===== src/rtl/enc_arbiter_if.sv =====
// Requester, response and encoder-core signal bundle for enc_arbiter.
interface enc_arbiter_if;
  localparam int unsigned PT_W  = 64;
  localparam int unsigned KEY_W = 80;

  logic             req0_valid;
  logic             req0_ready;
  logic [PT_W-1:0]  req0_pt;
  logic [KEY_W-1:0] req0_key;
  logic             req1_valid;
  logic             req1_ready;
  logic [PT_W-1:0]  req1_pt;
  logic [KEY_W-1:0] req1_key;

  logic             rsp0_valid;
  logic             rsp0_ready;
  logic [PT_W-1:0]  rsp0_ct;
  logic             rsp0_err;
  logic             rsp1_valid;
  logic             rsp1_ready;
  logic [PT_W-1:0]  rsp1_ct;
  logic             rsp1_err;

  logic             core_start;
  logic [PT_W-1:0]  core_pt;
  logic [KEY_W-1:0] core_key;
  logic             core_done;
  logic [PT_W-1:0]  core_ct;
  logic             core_rst_n;

  // Arbiter side
  modport slave (
    input  req0_valid, req0_pt, req0_key, req1_valid, req1_pt, req1_key,
    input  rsp0_ready, rsp1_ready, core_done, core_ct,
    output req0_ready, req1_ready,
    output rsp0_valid, rsp0_ct, rsp0_err, rsp1_valid, rsp1_ct, rsp1_err,
    output core_start, core_pt, core_key, core_rst_n
  );

  // Requesters and core side
  modport master (
    output req0_valid, req0_pt, req0_key, req1_valid, req1_pt, req1_key,
    output rsp0_ready, rsp1_ready, core_done, core_ct,
    input  req0_ready, req1_ready,
    input  rsp0_valid, rsp0_ct, rsp0_err, rsp1_valid, rsp1_ct, rsp1_err,
    input  core_start, core_pt, core_key, core_rst_n
  );
endinterface


===== src/rtl/enc_arbiter.sv =====
// Two-port round-robin arbiter in front of a shared encoder core, with a
// watchdog that aborts a job the core never finishes.
module enc_arbiter #(
  parameter logic [5:0] TIMEOUT = 6'd40
) (
  input  logic         clk,
  input  logic         reset,
  enc_arbiter_if.slave bus
);
  localparam int unsigned PT_W  = 64;
  localparam int unsigned KEY_W = 80;
  localparam int unsigned CNT_W = 6;

  typedef enum logic [1:0] {IDLE, START, BUSY, RESP} state_t;

  state_t             state_q, state_d;
  logic               rr_q, owner_q;
  logic [CNT_W-1:0]   cnt_q;
  logic [PT_W-1:0]    op_pt_q;
  logic [KEY_W-1:0]   op_key_q;
  logic               grant0_c, grant1_c, finish_c, abort_c, hs_c;
  logic [PT_W-1:0]    res_ct_c;
  logic               res_err_c;

  logic               core_start_q, core_rst_n_q;
  logic               rsp0_valid_q, rsp1_valid_q, rsp0_err_q, rsp1_err_q;
  logic [PT_W-1:0]    rsp0_ct_q, rsp1_ct_q;

  // State register
  always_ff @(posedge clk or negedge reset) begin
    if (!reset) state_q <= IDLE;
    else        state_q <= state_d;
  end

  // Next state, grant and job-completion decode
  always_comb begin
    state_d   = state_q;
    grant0_c  = 1'b0;
    grant1_c  = 1'b0;
    finish_c  = 1'b0;
    abort_c   = 1'b0;
    hs_c      = 1'b0;
    res_ct_c  = '0;
    res_err_c = 1'b0;
    case (state_q)
      IDLE: begin
        // ready is combinational on valid, so it must stay low while reset is held
        if (reset && (bus.req0_valid || bus.req1_valid)) begin
          if (bus.req0_valid && (!bus.req1_valid || !rr_q)) grant0_c = 1'b1;
          else                                             grant1_c = 1'b1;
          state_d = START;
        end
      end
      START: state_d = BUSY;
      BUSY: begin
        // done has priority over the watchdog firing in the same cycle
        if (bus.core_done) begin
          finish_c = 1'b1;
          res_ct_c = bus.core_ct;
          state_d  = RESP;
        end else if (cnt_q == TIMEOUT) begin
          finish_c  = 1'b1;
          abort_c   = 1'b1;
          res_err_c = 1'b1;
          state_d   = RESP;
        end
      end
      RESP: begin
        if (owner_q ? bus.rsp1_ready : bus.rsp0_ready) begin
          hs_c    = 1'b1;
          state_d = IDLE;
        end
      end
      default: state_d = IDLE;
    endcase
  end

  assign bus.req0_ready = grant0_c;
  assign bus.req1_ready = grant1_c;

  // Owner / round-robin pointer, operand capture and saturating watchdog
  always_ff @(posedge clk or negedge reset) begin
    if (!reset) begin
      rr_q     <= 1'b0;
      owner_q  <= 1'b0;
      op_pt_q  <= '0;
      op_key_q <= '0;
      cnt_q    <= '0;
    end else begin
      if (grant0_c || grant1_c) begin
        owner_q  <= grant1_c;
        rr_q     <= ~grant1_c;
        op_pt_q  <= grant1_c ? bus.req1_pt  : bus.req0_pt;
        op_key_q <= grant1_c ? bus.req1_key : bus.req0_key;
      end
      if (state_q == START)                       cnt_q <= '0;
      else if (state_q == BUSY && cnt_q != '1)    cnt_q <= cnt_q + CNT_W'(1);
    end
  end

  // Registered core controls and per-port responses
  always_ff @(posedge clk or negedge reset) begin
    if (!reset) begin
      core_start_q <= 1'b0;
      core_rst_n_q <= 1'b0;
      rsp0_valid_q <= 1'b0;
      rsp1_valid_q <= 1'b0;
      rsp0_err_q   <= 1'b0;
      rsp1_err_q   <= 1'b0;
      rsp0_ct_q    <= '0;
      rsp1_ct_q    <= '0;
    end else begin
      core_start_q <= (state_d == START);
      core_rst_n_q <= ~abort_c;
      if (finish_c) begin
        rsp0_valid_q <= ~owner_q;
        rsp1_valid_q <= owner_q;
        rsp0_ct_q    <= owner_q ? '0 : res_ct_c;
        rsp1_ct_q    <= owner_q ? res_ct_c : '0;
        rsp0_err_q   <= ~owner_q & res_err_c;
        rsp1_err_q   <= owner_q & res_err_c;
      end else if (hs_c) begin
        rsp0_valid_q <= 1'b0;
        rsp1_valid_q <= 1'b0;
        rsp0_ct_q    <= '0;
        rsp1_ct_q    <= '0;
        rsp0_err_q   <= 1'b0;
        rsp1_err_q   <= 1'b0;
      end
    end
  end

  assign bus.core_start = core_start_q;
  assign bus.core_rst_n = core_rst_n_q;
  assign bus.core_pt    = op_pt_q;
  assign bus.core_key   = op_key_q;
  assign bus.rsp0_valid = rsp0_valid_q;
  assign bus.rsp1_valid = rsp1_valid_q;
  assign bus.rsp0_ct    = rsp0_ct_q;
  assign bus.rsp1_ct    = rsp1_ct_q;
  assign bus.rsp0_err   = rsp0_err_q;
  assign bus.rsp1_err   = rsp1_err_q;
endmodule


===== src/flat_wrapper.sv =====
// flat-port wrapper written by rule: the top's interface ports become plain ports
module enc_arbiter_flat 
#(
  parameter logic [5:0] TIMEOUT = 6'd40
)
  (clk, reset, bus_req0_valid, bus_req0_pt, bus_req0_key, bus_req1_valid, bus_req1_pt, bus_req1_key, bus_rsp0_ready, bus_rsp1_ready, bus_core_done, bus_core_ct, bus_req0_ready, bus_req1_ready, bus_rsp0_valid, bus_rsp0_ct, bus_rsp0_err, bus_rsp1_valid, bus_rsp1_ct, bus_rsp1_err, bus_core_start, bus_core_pt, bus_core_key, bus_core_rst_n);
  enc_arbiter_if bus_i ();
  input  logic clk;
  input  logic reset;
  input wire logic [$bits(bus_i.req0_valid)-1:0] bus_req0_valid;
  input wire logic [$bits(bus_i.req0_pt)-1:0] bus_req0_pt;
  input wire logic [$bits(bus_i.req0_key)-1:0] bus_req0_key;
  input wire logic [$bits(bus_i.req1_valid)-1:0] bus_req1_valid;
  input wire logic [$bits(bus_i.req1_pt)-1:0] bus_req1_pt;
  input wire logic [$bits(bus_i.req1_key)-1:0] bus_req1_key;
  input wire logic [$bits(bus_i.rsp0_ready)-1:0] bus_rsp0_ready;
  input wire logic [$bits(bus_i.rsp1_ready)-1:0] bus_rsp1_ready;
  input wire logic [$bits(bus_i.core_done)-1:0] bus_core_done;
  input wire logic [$bits(bus_i.core_ct)-1:0] bus_core_ct;
  output wire logic [$bits(bus_i.req0_ready)-1:0] bus_req0_ready;
  output wire logic [$bits(bus_i.req1_ready)-1:0] bus_req1_ready;
  output wire logic [$bits(bus_i.rsp0_valid)-1:0] bus_rsp0_valid;
  output wire logic [$bits(bus_i.rsp0_ct)-1:0] bus_rsp0_ct;
  output wire logic [$bits(bus_i.rsp0_err)-1:0] bus_rsp0_err;
  output wire logic [$bits(bus_i.rsp1_valid)-1:0] bus_rsp1_valid;
  output wire logic [$bits(bus_i.rsp1_ct)-1:0] bus_rsp1_ct;
  output wire logic [$bits(bus_i.rsp1_err)-1:0] bus_rsp1_err;
  output wire logic [$bits(bus_i.core_start)-1:0] bus_core_start;
  output wire logic [$bits(bus_i.core_pt)-1:0] bus_core_pt;
  output wire logic [$bits(bus_i.core_key)-1:0] bus_core_key;
  output wire logic [$bits(bus_i.core_rst_n)-1:0] bus_core_rst_n;
  assign bus_i.req0_valid = bus_req0_valid;
  assign bus_i.req0_pt = bus_req0_pt;
  assign bus_i.req0_key = bus_req0_key;
  assign bus_i.req1_valid = bus_req1_valid;
  assign bus_i.req1_pt = bus_req1_pt;
  assign bus_i.req1_key = bus_req1_key;
  assign bus_i.rsp0_ready = bus_rsp0_ready;
  assign bus_i.rsp1_ready = bus_rsp1_ready;
  assign bus_i.core_done = bus_core_done;
  assign bus_i.core_ct = bus_core_ct;
  assign bus_req0_ready = bus_i.req0_ready;
  assign bus_req1_ready = bus_i.req1_ready;
  assign bus_rsp0_valid = bus_i.rsp0_valid;
  assign bus_rsp0_ct = bus_i.rsp0_ct;
  assign bus_rsp0_err = bus_i.rsp0_err;
  assign bus_rsp1_valid = bus_i.rsp1_valid;
  assign bus_rsp1_ct = bus_i.rsp1_ct;
  assign bus_rsp1_err = bus_i.rsp1_err;
  assign bus_core_start = bus_i.core_start;
  assign bus_core_pt = bus_i.core_pt;
  assign bus_core_key = bus_i.core_key;
  assign bus_core_rst_n = bus_i.core_rst_n;
  enc_arbiter #(.TIMEOUT(TIMEOUT)) u_core (.clk(clk), .reset(reset), .bus(bus_i));
endmodule

===== config.mk =====
export PLATFORM = sky130hd
export DESIGN_NAME = enc_arbiter_flat
export DESIGN_NICKNAME = d
export VERILOG_FILES = /design/src/rtl/enc_arbiter_if.sv /design/src/rtl/enc_arbiter.sv /design/src/flat_wrapper.sv
export SDC_FILE = /design/constraint.sdc
export NUM_CORES = 1
export LEC_CHECK = 0
export BUFFER_PORTS_ARGS = -buffer_cell sky130_fd_sc_hd__buf_2
export CORE_AREA = 2 2 247 249
export DETAILED_ROUTE_END_ITERATION = 10
export DIE_AREA = 0 0 249 251
export SYNTH_ARGS = -nofsm -noshare
export SYNTH_HDL_FRONTEND = slang
export SYNTH_SLANG_ARGS = --single-unit

===== constraint.sdc =====
create_clock -name clk -period 2.69 [get_ports clk]
set_clock_uncertainty 0.05 [all_clocks]
set_input_delay 0.807 -clock clk [delete_from_list [all_inputs] [get_ports clk]]
set_output_delay 0.807 -clock clk [all_outputs]
set_load 0.02 [all_outputs]

==> results.md <==
- Peak per-stage delay on the critical path: 410 ps
- Synth Area in Adders: 0.00167
- Max-Cap Viols: 0
- Register area: 0.00721 mm²
- Fin nets: roughly 2,300
- Max frequency: 399 MHz
- Area after DPL: 0.0191 mm²
- Clock slew seen by the registers of the worst setup and hold paths: 60 ps
- Crit-path cells: nor2_4 -> o211a_4 -> nor2b_1 -> buf_2
- Synth Cell Area: 0.0149 mm²
- Total CTS buffers: 36
- Vias in the first global route: about 13,000
- Layout cell share with drive strength beyond 1: 0.566
- Worst Hold Slack: 266 ps
- Vias: ~12,000
- DR iter-0 viols: 600
- Worst setup margin: 181 ps
- Power per Cell Area: 1110 mW/mm²
- Lkg Pwr: 9.65 nW
- Post-CTS Resized: 0
- Footprint of the multi-input gates: 0.00650 mm²
- Slew margin rel.: 0.454
- Die W: 249 µm
- Global-route wire length before repair: 75,300 µm
- Area Growth Syn to Fin: 35.9%
- Worst Setup SP: u_core.state_q[0]
- Clk root buf: clkbuf_16
- Total Wirelength: 49,200 µm
- DRC: 0
- CP max FO: 8
- Post-synthesis mux area share: 0.243
- Final Max Tran Viols: 0
- Min Tclk post-route: 2510 ps
- Post-DR vias/cell: 4.47
- Post-synthesis xor/xnor area fraction: 0
- Compound-Gate Fraction of Synth Area: 0.107
- CP startpoint kind: register
- Worst EP arrival: 1650 ps
- Sink Count: around 290
- Period utilization: 0.933
- Placeable Area: 0.0598 mm²
- Fillers: 5,995
- Final ANT Viol Nets: 0
- Reg2reg start: u_core.state_q[0]
- Avg Synthesized Cell Area: roughly 12 µm²
- Main combinational cell family by area after synthesis: multiplexers
- # IOs: 639
- Die height: around 250 µm
- Port bufs: 638
- Starting density of the core: 0.250
- Final Hold Fails: 0
- Post-synth cell types: 48
- Gr ovfl total: 0
- RSZ-0062 raised after global routing: no
- Setup crit end kind: primary output
- Number of synthesized flops with an enable pin: 0
- Synth Flop Type: dfrtp_1
- Slowest CP cell: dfrtp_1
- Count of final setup violators: 0
- Status: completed
- Measured slew at the worst slew-check pin: 819 ps
- Wire per inst: ~18 µm
- Clock Latency Late Sink: between 500 and 600 ps
- CTS tree: yes
- Htree depth: 2
- Worst IR Drop VDD: 0.000556 V
- Setup_tns: 0 ps
- Worst-case clock buffer depth: 3
- Final core utilization: 0.340
- Register bit count reported by yosys: between 200 and 300
- Dpl ws: 149 ps
- CP Data Required Time: 1830 ps
- # rows: 90
- CP delay by family, top: flip-flops
- Tightest Hold Check Type: in2async
- Final Wtd Congestion: a little under 0.9
- Drt first pass iters: 5
- Gate Count Post-Synth: ~1,300
- Crit path buffers/inverters: 1
- Mapped Nets: 1,625
- GR Util All Layers: 0.152
- Largest net degree at the start of global routing: 127
- Ys async rst share: 1.00
- Initial antenna violation count: 20
- DIE AREA: between 0.06 and 0.07 mm²
- DP HPWL: ~38,000 µm
- Design Area, Final: between 0.02 and 0.025 mm²
- Simple logic cell fraction of the synthesized area: 0.0805
- Worst setup path category: reg2out
- Seq/Total Area, Yosys: 0.482
- Ys Warns: 0
Yosys cell counts (2+ instances only):
cell      instances  area (µm²)
dfrtp_1         288        7210
o211ai_1          3        22.5
nor2_2            2        12.5
inv_1           134         503
a31oi_1           2        12.5
a41oi_1           2        17.5
buf_12           10         200
nand3_1           2        10.0
mux2_2          193        2170
o311ai_0          2        17.5
nand2_1         265         995
nand4_1           4        25.0
o31a_1            3        26.3
nor2b_1           6        37.5
buf_4            17         128
o21ai_0           5        25.0
o221ai_1         90         788
o221ai_2         40         601
nand2b_1          4        25.0
nor2_1            2        7.51
ha_1              2        25.0
a21oi_1           4        20.0
mux2_4           95        1430
buf_2            37         185
clkbuf_1         11        41.3
and2_1            3        18.8
buf_6            17         191
routing by layer:
layer  vias to the layer above  routed length (µm)  track usage
met1                      5942               20500        0.190
li1                       5690                   -            -
met5                         -                  97            0
met2                       432               23700        0.250
met4                        14                1720       0.0642
met3                       106                3210       0.0405
final timing paths:
kind	to	slack, ps	cells after the start
min in group clk	u_core.bus.rsp0_ct[6]	440	3
min reg2reg	u_core.bus.core_key[50]	450	1
max in group asynchronous	u_core.bus.core_key[23]	1170	3
min	u_core.bus.rsp0_valid	270	2
max reg2reg	u_core.bus.core_key[69]	550	6
max	bus_req1_ready	180	4
what timing repair did:
action | 4_1_cts | 5_1_grt
setup buffers | 0 | 4
hold buffers | 1 | 0
endpoints found under the setup margin | 0 | 2
endpoints found under the hold margin | 3 | 0
placed cells by master, fill, tap and decap left out, drive strengths merged, types with 4 or more instances in the layout:
master,n
clkinv,6
buf,705
dfrtp,288
nor2,5
mux2,289
nand2,265
nand4,4
o221ai,130
diode,7
o21ai,5
clkbuf,55
inv,136
nand2b,4
nor2b,6
a21oi,4
cells by family after synthesis:
logic type | count (synthesis)
simple gates | 296
mux | 291
flops | 288
buf+inv | 230
compound gates | 157
fa+ha+maj | 2
power by group:
group          switching [W]  internal, W  leakage, nW  total [W]
Combinational        0.00583      0.00449         5.46     0.0103
Sequential           0.00124      0.00620         3.62    0.00743
Clock                0.00194      0.00283        0.566    0.00477
Total                0.00901       0.0135         9.65     0.0225
metrics by stage:
step	std cells	total power (W)
floorplan	1264	0.0142
detailed placement	2651	0.0179
global route	2727	0.0238
global placement	2651	0.0176
finish	2727	0.0225
CTS	2716	0.0228
flip-flops by register name (all words and copies together) (netlist names), 2 cells and up:
signal and count:
u_core.bus.rsp1_ct 64, u_core.state_q 2, u_core.bus.core_key 80, u_core.cnt_q 6, u_core.bus.rsp0_ct 64, u_core.bus.core_pt 64
cell type report:
type | instances | share of cell area
tap | 782 | 0.0482
sequential | 288 | 0.355
clock buffer | 55 | 0.0524
inverter | 134 | 0.0248
multi-input combinational | 746 | 0.320
clock inverter | 9 | 0.00419
timing repair buffer | 706 | 0.195
antenna | 7 | 0.000862
(Power assumes the default switching activity.)
